### src/rtl/lcd_frame_sequencer.sv
`default_nettype none
// +----------------------------------------------------------------------------+
// | lcd_frame_sequencer                                                        |
// | HDP panel power sequencing plus frame timing fed from an FWFT FIFO.        |
// | Optional feature: define LCD_INVERT_EN for a per-frame o_invert toggle.    |
// | Revision: 1.0                                                              |
// +----------------------------------------------------------------------------+
module lcd_frame_sequencer #(
  parameter int DATA_WIDTH       = 32,
  parameter int PACKETS_PER_LINE = 40,
  parameter int LINE_BLANK       = 4,
  parameter int LINES            = 1280,
  parameter int BACK_PORCH       = 24,
  parameter int UPDATE_CLOCKS    = 28,
  parameter int RESET_HOLD       = 31,
  parameter int POWER_DELAY      = 1000001,
  parameter int SLEEP_DELAY      = 50000000,
  parameter int CNT_WIDTH        = 32
) (
  input  logic                  i_clock,
  input  logic                  i_reset,
  input  logic                  i_enable,
  input  logic                  i_shutdown,
  output logic                  o_commSetup,
  output logic                  o_commActivate,
  output logic                  o_commShutdown,
  input  logic                  i_commDone,
  input  logic [DATA_WIDTH-1:0] i_fifoData,
  input  logic                  i_fifoEmpty,
  output logic                  o_fifoRead,
  output logic [DATA_WIDTH-1:0] o_lcdData,
  output logic                  o_valid,
  output logic                  o_update,
  output logic                  o_sync,
  output logic                  o_invert,
  output logic                  o_nReset,
  output logic                  o_active,
  output logic                  o_underflow,
  output logic [CNT_WIDTH-1:0]  o_frameCount,
  output logic [3:0]            o_state
);

  typedef enum logic [3:0] {
    START        = 4'd0,
    RESET_WAIT   = 4'd1,
    SETUP        = 4'd2,
    STANDBY      = 4'd3,
    ACTIVATE     = 4'd4,
    NORMAL       = 4'd5,
    SHUTDOWN_CMD = 4'd6,
    SLEEP        = 4'd7,
    OFF          = 4'd8
  } state_t;

  localparam int c_lineLen   = PACKETS_PER_LINE + LINE_BLANK;
  localparam int c_frameLen  = LINES * c_lineLen + BACK_PORCH;
  localparam logic [CNT_WIDTH-1:0] c_one        = CNT_WIDTH'(1);
  localparam logic [CNT_WIDTH-1:0] c_frameLast  = CNT_WIDTH'(c_frameLen - 1);
  localparam logic [CNT_WIDTH-1:0] c_lineLast   = CNT_WIDTH'(c_lineLen - 1);
  localparam logic [CNT_WIDTH-1:0] c_packets    = CNT_WIDTH'(PACKETS_PER_LINE);
  localparam logic [CNT_WIDTH-1:0] c_lines      = CNT_WIDTH'(LINES);
  localparam logic [CNT_WIDTH-1:0] c_update     = CNT_WIDTH'(UPDATE_CLOCKS);
  localparam logic [CNT_WIDTH-1:0] c_resetHold  = CNT_WIDTH'(RESET_HOLD);
  localparam logic [CNT_WIDTH-1:0] c_powerDelay = CNT_WIDTH'(POWER_DELAY);
  localparam logic [CNT_WIDTH-1:0] c_sleepDelay = CNT_WIDTH'(SLEEP_DELAY);

  state_t                 r_state, w_nextState;
  logic [CNT_WIDTH-1:0]   r_delayCnt, r_framePos, r_linePos, r_lineNum, r_frameCount;
  logic                   r_shutdownReq;
  logic                   w_setupReq, w_activateReq, w_shutdownGo;
  logic                   w_inNormal, w_frameEnd, w_frameStart, w_validSlot, w_isDelayState;
  logic [DATA_WIDTH-1:0]  r_lcdData;
  logic                   r_valid, r_update, r_sync, r_nReset, r_active, r_underflow;
  logic                   r_commSetup, r_commActivate, r_commShutdown;

  assign w_inNormal     = (r_state == NORMAL);
  assign w_frameEnd     = w_inNormal && (r_framePos == c_frameLast);
  assign w_frameStart   = w_inNormal && (r_framePos == '0);
  assign w_validSlot    = w_inNormal && (r_lineNum != c_lines) && (r_linePos < c_packets);
  assign w_isDelayState = (r_state == START) || (r_state == RESET_WAIT) ||
                          (r_state == STANDBY) || (r_state == SLEEP);

  always_ff @(posedge i_clock) begin
    if (i_reset) r_state <= START;
    else         r_state <= w_nextState;
  end

  always_comb begin
    w_nextState   = r_state;
    w_setupReq    = 1'b0;
    w_activateReq = 1'b0;
    w_shutdownGo  = 1'b0;
    case (r_state)
      START:        if (r_delayCnt == c_resetHold) w_nextState = RESET_WAIT;
      RESET_WAIT:   if (r_delayCnt == c_powerDelay) begin
                      w_nextState = SETUP;
                      w_setupReq  = 1'b1;
                    end
      SETUP:        if (i_commDone) w_nextState = STANDBY;
      STANDBY:      if (r_delayCnt == c_powerDelay) begin
                      w_nextState   = ACTIVATE;
                      w_activateReq = 1'b1;
                    end
      ACTIVATE:     if (i_commDone) w_nextState = NORMAL;
      // Shutdown is only honoured on the last porch cycle so frames stay whole
      NORMAL:       if (w_frameEnd && (r_shutdownReq || i_shutdown)) begin
                      w_nextState  = SHUTDOWN_CMD;
                      w_shutdownGo = 1'b1;
                    end
      SHUTDOWN_CMD: if (i_commDone) w_nextState = SLEEP;
      SLEEP:        if (r_delayCnt == c_sleepDelay) w_nextState = OFF;
      OFF:          if (i_enable) w_nextState = START;
      default:      w_nextState = START;
    endcase
  end

  always_ff @(posedge i_clock) begin
    if (i_reset || (w_nextState != r_state) || !w_isDelayState) r_delayCnt <= '0;
    else                                                         r_delayCnt <= r_delayCnt + c_one;
  end

  // Position counters sit at zero outside NORMAL, so entering NORMAL starts at p=0
  always_ff @(posedge i_clock) begin
    if (i_reset || !w_inNormal || w_frameEnd) begin
      r_framePos <= '0;
      r_linePos  <= '0;
      r_lineNum  <= '0;
    end else begin
      r_framePos <= r_framePos + c_one;
      if (r_lineNum != c_lines) begin
        if (r_linePos == c_lineLast) begin
          r_linePos <= '0;
          r_lineNum <= r_lineNum + c_one;
        end else begin
          r_linePos <= r_linePos + c_one;
        end
      end
    end
  end

  always_ff @(posedge i_clock) begin
    if (i_reset) begin
      r_frameCount  <= '0;
      r_shutdownReq <= 1'b0;
    end else begin
      if (w_frameEnd) r_frameCount <= r_frameCount + c_one;
      if (!w_inNormal)     r_shutdownReq <= 1'b0;
      else if (i_shutdown) r_shutdownReq <= 1'b1;
    end
  end

  always_ff @(posedge i_clock) begin
    if (i_reset) begin
      r_lcdData      <= '0;
      r_valid        <= 1'b0;
      r_update       <= 1'b0;
      r_sync         <= 1'b0;
      r_nReset       <= 1'b0;
      r_active       <= 1'b0;
      r_underflow    <= 1'b0;
      r_commSetup    <= 1'b0;
      r_commActivate <= 1'b0;
      r_commShutdown <= 1'b0;
    end else begin
      r_lcdData      <= (w_validSlot && !i_fifoEmpty) ? i_fifoData : '0;
      r_valid        <= w_validSlot;
      r_update       <= w_inNormal && (r_framePos < c_update);
      r_sync         <= w_frameStart;
      r_nReset       <= !((w_nextState == START) || (w_nextState == OFF));
      r_active       <= (w_nextState == NORMAL);
      r_commSetup    <= w_setupReq;
      r_commActivate <= w_activateReq;
      r_commShutdown <= w_shutdownGo;
      if (w_frameStart)                    r_underflow <= w_validSlot && i_fifoEmpty;
      else if (w_validSlot && i_fifoEmpty) r_underflow <= 1'b1;
    end
  end

`ifdef LCD_INVERT_EN
  logic r_invert, r_invertPhase;

  // Phase flips at each frame end and is published alongside o_sync
  always_ff @(posedge i_clock) begin
    if (i_reset) begin
      r_invert      <= 1'b0;
      r_invertPhase <= 1'b0;
    end else begin
      if (!w_inNormal)     r_invertPhase <= 1'b0;
      else if (w_frameEnd) r_invertPhase <= ~r_invertPhase;
      if (w_frameStart) r_invert <= r_invertPhase;
    end
  end

  assign o_invert = r_invert;
`else
  assign o_invert = 1'b0;
`endif

  assign o_fifoRead     = w_validSlot && !i_fifoEmpty && !i_reset;
  assign o_lcdData      = r_lcdData;
  assign o_valid        = r_valid;
  assign o_update       = r_update;
  assign o_sync         = r_sync;
  assign o_nReset       = r_nReset;
  assign o_active       = r_active;
  assign o_underflow    = r_underflow;
  assign o_frameCount   = r_frameCount;
  assign o_state        = r_state;
  assign o_commSetup    = r_commSetup;
  assign o_commActivate = r_commActivate;
  assign o_commShutdown = r_commShutdown;

endmodule
`default_nettype wire

### config.mk
export PLATFORM = sky130hd
export DESIGN_NAME = lcd_frame_sequencer
export DESIGN_NICKNAME = d
export VERILOG_FILES = /design/src/rtl/lcd_frame_sequencer.sv
export SDC_FILE = /design/constraint.sdc
export NUM_CORES = 1
export LEC_CHECK = 0
export ABC_AREA = 1
export BUFFER_PORTS_ARGS = -buffer_cell sky130_fd_sc_hd__buf_2
export CORE_MARGIN = 2
export CORE_UTILIZATION = 30
export CTS_CLUSTER_DIAMETER = 50
export DETAILED_ROUTE_END_ITERATION = 10
export GPL_TIMING_DRIVEN = 0
export SETUP_SLACK_MARGIN = 0.15
export SYNTH_ARGS = -nofsm -noshare
export SYNTH_HDL_FRONTEND = slang
export SYNTH_SLANG_ARGS = --single-unit
### constraint.sdc
create_clock -name i_clock -period 2.15 [get_ports i_clock]
set_clock_uncertainty 0.2 [all_clocks]
set_input_delay 0.1075 -clock i_clock [delete_from_list [all_inputs] [get_ports i_clock]]
set_output_delay 0.1075 -clock i_clock [all_outputs]
set_load 0.1 [all_outputs]
# After elaboration in Yosys (flattened, before gate mapping)
# Index checks and enable logic that the tools add are counted.
[totals]
reg_bits = 206
latch_bits = 0
ram_bits = 0
romBits = 0
out_inout_bits = 79
elab_cells = 92
memories = 0
[classes]
addsub = 5
mul = 0
div = 0
n_lt_le_gt_ge = 2
eq_ne = 17
shifts = 0
n_mux = 15
bitwise_logic = 4
n_reduce_logical = 32
[op_table]
columns = ["op", "n"]
rows = [
  ["$add 32x1->32 const B", 5],
  ["$mux 4", 9],
  ["$pmux 4 s9", 1],
  ["$eq 32x16->1 const B", 1],
  ["$eq 32x20->1 const B", 1],
  ["$eq 32x26->1 const B", 1],
  ["$eq 32x5->1 const B", 1],
  ["$eq 32x6->1 const B", 1],
  ["$logic_not 32->1", 1],
  ["$lt 32x5->1 const B", 1],
  ["$lt 32x6->1 const B", 1],
  ["$mux 32", 1],
  ["$ne 32x11->1 const B", 1],
  ["$eq 4x3->1 const B", 5],
  ["$logic_and 1x1->1", 9],
  ["$logic_or 1x1->1", 9],
  ["$eq 4x2->1 const B", 2],
  ["$eq 4x4->1 const B", 2],
  ["$logic_not 4->1", 2],
  ["$reduce_or 2->1", 4],
  ["$logic_not 1->1", 5],
  ["$eq 4x1->1 const B", 1],
  ["$mux 1", 4],
  ["$ne 4x4->1", 1],
  ["3 further kinds", 6],
]

# Depth between registers and ports, before layout
# Gate-level depths: netlist of run 1.
[depth]
depth_word = 8
mapped_depth = 16
depth_no_buf = 15

# Worst setup path before layout of run 1
# No wires, ideal clock.
[synth_timing]
kind = "register -> output"
start = "reg r_state[0], in the netlist o_state[0]"
end = "out o_fifoRead"
t_arrival_ns = 2.945
setup_slack_ns = -1.102
stages_incl_launch_ff = 10
path_buffers = 1
path_cell_list = "dfxtp_1 -> inv_1 -> nor3_4 -> nand2_1 -> nor3_1 -> nand3_1 -> inv_1 -> nand2_1 -> buf_2 -> inv_1"
[synth_via]
elab_chain_cells = 5
[synth_rtl]
columns = ["item", "line_no", "rtl"]
rows = [
  ["start: declaration", "67", "state_t r_state, w_nextState;"],
  ["start signal: assignment", "85", "else r_state <= w_nextState;"],
  ["$eq 4x3->1", "76", "assign w_inNormal = (r_state == NORMAL);"],
  ["$logic_and 1x1->1 (2 in a row)", "79", "assign w_validSlot = w_inNormal && (r_lineNum != c_lines) && (r_linePos < c_packets);"],
  ["$logic_and 1x1->1 (2 in a row)", "199", "assign o_fifoRead = w_validSlot && !i_fifoEmpty && !i_reset;"],
  ["end: declaration", "30", "output logic o_fifoRead,"],
]
# No other way between the ends.

# Worst setup path after layout of run 1
[layout_timing]
start = "reg r_state[1], in the netlist o_state[1]"
end = "out o_fifoRead"
# The elaborated chain is that of the path after synthesis.

==> results.tsv, run 1 <==
metric	value	unit
period utilization	115	%
detailed placement HPWL	21.5	mm
worst r2r path cells	15	
Final setup viols	153	
initial antenna violation count	1	
Initial Utilization	30.4	%
Pre-Repair DR Iteration Count	6	
crit path kind	register to primary output	
count of max-cap constraint violations	0	
Seq/Total Area, Yosys	38.1	%
Initial DRC Count	665	
Post-Syn Area per Cell	6.67	um2
main area contributors after synthesis	dfxtp_1, nand2_1, nor2_1, inv_1, xor2_1	
outcome	finished with violations	
Final ANT Viol Nets	0	
clk slew on worst S/H paths	0.06	ns
pwr dens	549	mW/mm2
Cell Area, Synth	0.0108	mm2
# DRC	0	
CTS root buffer	clkbuf_16	
fin cells	2398	
final WL	34.1	mm
H-Tree Depth	1	
Final Hold Vio Count	0	
Fin Hold WS	0.126	ns
synth unique cells	41	
post-synth top area share	38.1	%
share of synthesized registers carrying an async set or reset	0	%
# clock sinks	206	
mux cell area share after synthesis	0	%
commonest non-fill, non-tap cell in the layout	nand2_1	
clk_lat worst skew	0.54	ns
leakage	6.53	nW
failing checks	setup timing	
Final Power	9.09	mW
CTS max path bufs	3	
# rows	69	
Mapped Cells	1624	
layout cells sized above 1	35.7	%
Critical Path Sink Type	primary output	
leading cell types in the layout, fill and taps excluded	nand2_1, inv_1, nor2_1	
compound-cell area share of the yosys netlist	6.47	%
Syn Nets	1671	
main combinational cell family by area after synthesis	simple AND/OR/NAND/NOR gates	
largest fanout on the critical path	4	
vias	11716	
min-delay worst type	input port to register	
grt ovf	0	
Critical Path Start Type	register	
Worst Tran Pin Value	0.640	ns
Max Fclk	405	MHz
# placed instances	2200	
Setup TNS Final	-24.76	ns
Core Footprint	0.0356	mm2
Final min period	2.47	ns
Final Max Tran Viols	0	
largest area contributor in the netlist	dfxtp_1	
I/O pins	117	
die height	194	um
post-synthesis adder-cell area fraction	1.04	%
# diodes	0	
YS warnings	0	
Routability Congestion	0.941	
critical path arrival	2.16	ns
xor/xnor share of the synthesized area	6.64	%
CTS tree	yes	
NumNets Final	1963	
ys flop type	dfxtp_1	
Slew headroom	57.3	%
via/cell ratio	4.89	
per-cell routed wire length	14.2	um
simple-gate portion of the synthesized area	38.2	%
worst vdd ir	0.000682	V
EDFF count, synth	0	
Final WS setup	-0.321	ns
unrepaired setup endpoints after global routing	yes	
required time worst endpoint	1.84	ns
die area	0.0376	mm2
Inserted Clock Buffers	28	
Die X-Extent	194	um
Layout area overhead	52.8	%
first-pass GRT wire length	52.0	mm
largest net degree at the start of global routing	14	
register bit total from synthesis	206	
port buffer count	115	
hold path depth	4	
total track usage	16.2	%
vias in the first global route	10701	
report_power, final:
| group | switching [mW] | total, mW | internal, mW |
|---|---|---|---|
| Clock | 1.78 | 5.02 | 3.24 |
| Combinational | 0.125 | 0.261 | 0.135 |
| Sequential | 0.00530 | 3.81 | 3.80 |
kinds of logic (layout without fill, tap and decap cells):
group | count (synthesis) | in the layout
buffers and inverters | 260 | 573
AO/OA/AOI/OAI | 131 | 131
XOR/XNOR | 82 | 82
adder cells (fa/ha/maj) | 9 | 9
AND/OR/NAND/NOR | 935 | 935
flip-flops | 206 | 206
other | 1 | 1
critical path: stages (launching register included):
cell and delay (ns):
dfxtp_4 0.34, buf_6 0.12, nor3_4 0.23, nand2_4 0.11, nor3_4 0.18, nand3_2 0.14
inv_2 0.10, nand2_2 0.06, buf_6 0.12, clkinvlp_4 0.07, buf_12 0.16
state kept, by name, indices dropped and copies added, names as in the netlist:
signal,count
o_active,1
o_commActivate,1
o_commSetup,1
o_commShutdown,1
o_frameCount,32
o_lcdData,32
o_nReset,1
o_state,4
o_sync,1
o_underflow,1
o_update,1
o_valid,1
r_delayCnt,32
r_framePos,32
r_lineNum,32
r_linePos,32
r_shutdownReq,1
synth_stat cells, types with 11 or more instances:
library cell	n
nand2_1	372
nor2_1	273
inv_1	224
dfxtp_1	206
a21oi_1	86
nor3_1	75
nand3_1	69
xor2_1	67
nand4_1	57
nor2_2	36
o21ai_0	26
nor4_1	21
buf_2	17
xnor2_1	15
nor3b_1	11
area by class of cell:
type	count	area, um2
plain buffers	31	397
clock buffers	37	806
clock inverters	14	219
fillers	3349	19000
inverters	229	923
multi-input cells	1158	7140
flip-flops and latches	206	4240
well taps	461	577
repair buffers	260	2210
repair inverters	2	32.5
final timing paths:
path                                      from            end  slack (ns)
worst max-delay path                o_state[1]     o_fifoRead       -0.32
worst min-delay path            i_fifoData[23]  o_lcdData[23]        0.13
worst max register to register      o_state[1]  o_lcdData[16]       -0.32
worst min register to register   r_framePos[0]  r_framePos[0]        0.24
per-layer routing:
layer	global-route usage, %	vias to the layer above	part of all wire (%)
li1	-	5765	-
met1	20.9	5545	43
met2	28.1	328	49
met3	2.33	78	4.8
met4	4.74	0	2.9
met5	0	-	0
repair_timing:
action,in CTS,in global routing
gates resized for setup,212,329
hold buffers,37,0
pin swaps,47,69
setup endpoints to repair,187,181
hold endpoints to repair,55,0
setup buffers,48,45
cloned,4,13
per-stage QoR:
stage | setup slack (ns) | instance area [um2] | util, %
detailed placement | -0.320 | 12100 | 34.1
CTS | -0.261 | 14700 | 41.3
global route | -0.419 | 16500 | 46.5
floorplan | -0.0399 | 11000 | -
finish | -0.321 | 16500 | 46.5
global placement | -0.294 | 12100 | 34.1
No activity file was read; power rests on OpenSTA's default activity.
==> inputs of run 2 (changes only) <==
PLACE_DENSITY_LB_ADDON = 0.3   (was default)
==> run 2 against run 1 <==
  * Cell count down 0.67%
  * Sequential share of layout area up 0.63 points
  * Design area down 2.8%
  * Highest routed layer unchanged
  * Worst setup slack better by 0.038 ns
  * Wire length down 3.9%
  * Non-clock buffer count down 16
  * Clock-buffer cell count up 1
  * The run ends with hold timing, setup timing left
  * Largest power group unchanged
  * Total power down 1.4%
  * Combinational power down 5%
  * Sequential power about the same
  * Die area unchanged
  * Critical endpoint unchanged
  * Register-to-register slack better by 0.13 ns
==> results.tsv, run 2 (synthesis gave the netlist of run 1 again) <==
metric	value	unit	change
required time worst endpoint	1.84	ns	about the same
Critical path buffers and inverters	5		unchanged
worst r2r path cells	16		+1
final WL	32.8	mm	-3.9%
Worst path top cell family by delay	simple AND/OR/NAND/NOR gates		
count of max-cap constraint violations	0		unchanged
R2R Setup Slk	-0.19	ns	+0.13 ns
worst vdd ir	0.000615	V	-9.8%
total track usage	16.1	%	-0.077 points
Max Fclk	411	MHz	+1.6%
initial antenna violation count	0		-1
I/O pins	117		unchanged
hold_sp	i_reset		
commonest non-fill, non-tap cell in the layout	nand2_1		
met2 WL	15.9	mm	-5.0%
Hold Path Sink	r_delayCnt[0]		
Inserted Clock Buffers	28		unchanged
unrepaired setup endpoints after global routing	yes		
CTS root buffer	clkbuf_16		
clk_lat worst skew	0.56	ns	+0.02 ns
Crit path largest cell delay	0.34	ns	about the same
Routability Congestion	0.903		-4.1%
crit path kind	register to primary output		
largest net degree at the start of global routing	15		+1
Final Max Tran Viols	0		unchanged
# DRC	0		unchanged
# fillers	3463		+3.4%
Initial Utilization	30.4	%	unchanged
Final ANT Viol Nets	0		unchanged
# diodes	0		unchanged
# clock sinks	206		unchanged
die area	0.0376	mm2	unchanged
critical path arrival	2.13	ns	-0.03 ns
Worst Tran Pin Value	0.642	ns	+0.00189 ns
min-delay worst type	input port to register		
Layout area overhead	48.5	%	
NumNets Final	1946		-0.87%
Critical Path Start Type	register		
Final setup viols	129		-16%
Critical R2R Capture	r_delayCnt[2]		
Critical Path Sink Type	primary output		
detailed placement HPWL	21.5	mm	-0.24%
per-cell routed wire length	13.8	um	-3.3%
Final Hold Vio Count	2		+2
leakage	6.34	nW	-2.8%
period utilization	113	%	-1.8 points
met3 WL post-DR	1.48	mm	-9.7%
grt ovf	0		unchanged
first-pass GRT wire length	51.7	mm	-0.57%
clk slew on worst S/H paths	0.06	ns	about the same
Metal-1 WL	14.6	mm	-0.86%
leading cell types in the layout, fill and taps excluded	nand2_1, inv_1, nor2_1		
layout cells sized above 1	33.6	%	-2.1 points
Core Footprint	0.0356	mm2	unchanged
Final min period	2.43	ns	-0.0381 ns
vias in the first global route	10537		-1.5%
Pre-Repair DR Iteration Count	5		-1
outcome	finished with violations		
hold path depth	7		+3
port buffer count	115		unchanged
Setup TNS Final	-13.26	ns	+11.50 ns
cells along the critical path	buf_6, nor3_4, nand2_4, nor3_4, nand3_4, inv_2, nand2_4, buf_6, clkinvlp_4, buf_12		
Slew headroom	57.2	%	-0.13 points
largest fanout on the critical path	2		-2
Die X-Extent	194	um	unchanged
CTS max path bufs	3		unchanged
CP max stage cell	dfxtp_4		
# rows	69		unchanged
Initial DRC Count	559		-16%
pwr dens	557	mW/mm2	+1.4%
H-Tree Depth	1		unchanged
via/cell ratio	4.72		-3.3%
failing checks	hold timing, setup timing		
Final WS setup	-0.283	ns	+0.0381 ns
top routing layer used	met4		
vias	11249		-4.0%
RR Startpoint	o_state[1]		
Fin Hold WS	-0.00930	ns	-0.135 ns
CTS tree	yes		
DP Worst Slack	-0.333	ns	-0.0131 ns
die height	194	um	unchanged
run 2: cell types whose count changed in the layout (fill, tap and decap cells not counted), sizes merged:
cell,previous run,this run
clkinvlp,3,2
clkinv,9,8
buf,239,225
bufinv,5,4
clkbuf,52,51
inv,228,230
run 2: worst register-to-register path, stage by stage, from the launching register on:
cell	delay [ns]
dfxtp_4	0.34
buf_6	0.12
nor3_4	0.21
buf_4	0.15
buf_6	0.11
nand2_4	0.05
nor2_4	0.11
nand2_4	0.08
inv_8	0.07
nand2_4	0.06
nand2_4	0.06
nand3_1	0.09
nand2_2	0.09
nand3_4	0.16
buf_6	0.17
buf_8	0.12
nor2_2	0.08
run 2: worst max path at each step:
stage / cells after the start / startpoint / end / slack, ns
final: 10 / o_state[1] / o_fifoRead / -0.28
after global routing: 11 / r_linePos[12] / o_fifoRead / -0.39
after CTS: 10 / o_state[1] / o_fifoRead / -0.27
after detailed placement: 12 / r_lineNum[23] / o_fifoRead / -0.33
after global placement: 12 / r_delayCnt[0] / r_delayCnt[28] / -0.32
after floorplan: 14 / o_state[2] / r_delayCnt[16] / -0.04
run 2: stage by stage:
step | total power [mW] | std cells | utilization, % | instance area [um2]
final | 8.96 | 2382 | 45.2 | 16100
after detailed placement | 4.03 | 2200 | 34.1 | 12100
after CTS | 9.02 | 2342 | 41.0 | 14600
after global routing | 9.25 | 2382 | 45.2 | 16100
after global placement | 4.02 | 2200 | 34.1 | 12100
after floorplan | 3.98 | 1624 | - | 11000
run 2: what timing repair did:
action	4_1_cts	5_1_grt
resized for setup	162	298
hold buffers	37	0
endpoints found under the hold margin	57	0
pin swaps	28	48
setup endpoints to repair	186	185
gates cloned	8	6
setup buffers	45	34
run 2: cell type report:
class                           instances  area, um2  area share (%)
Timing Repair inverter                  1       30.0           0.187
Buffer                                 31        360            2.24
Tap cell                              461        577            3.59
Clock buffer                           38        778            4.84
Timing Repair Buffer                  244       2100            13.1
Clock inverter                         14        206            1.28
Sequential cell                       206       4230            26.3
Inverter                              229        905            5.63
Multi-Input combinational cell       1158       6890            42.9
run 2: layer usage:
metal | up-vias | track usage [%]
met5 | - | 0
met4 | 0 | 4.07
met3 | 59 | 2.37
met2 | 259 | 27.3
met1 | 5195 | 21.5
li1 | 5736 | -
run 2: power by group:
part | internal, mW | switching (mW)
clock | 3.04 | 1.85
sequential | 3.81 | 0.00489
combinational | 0.135 | 0.112
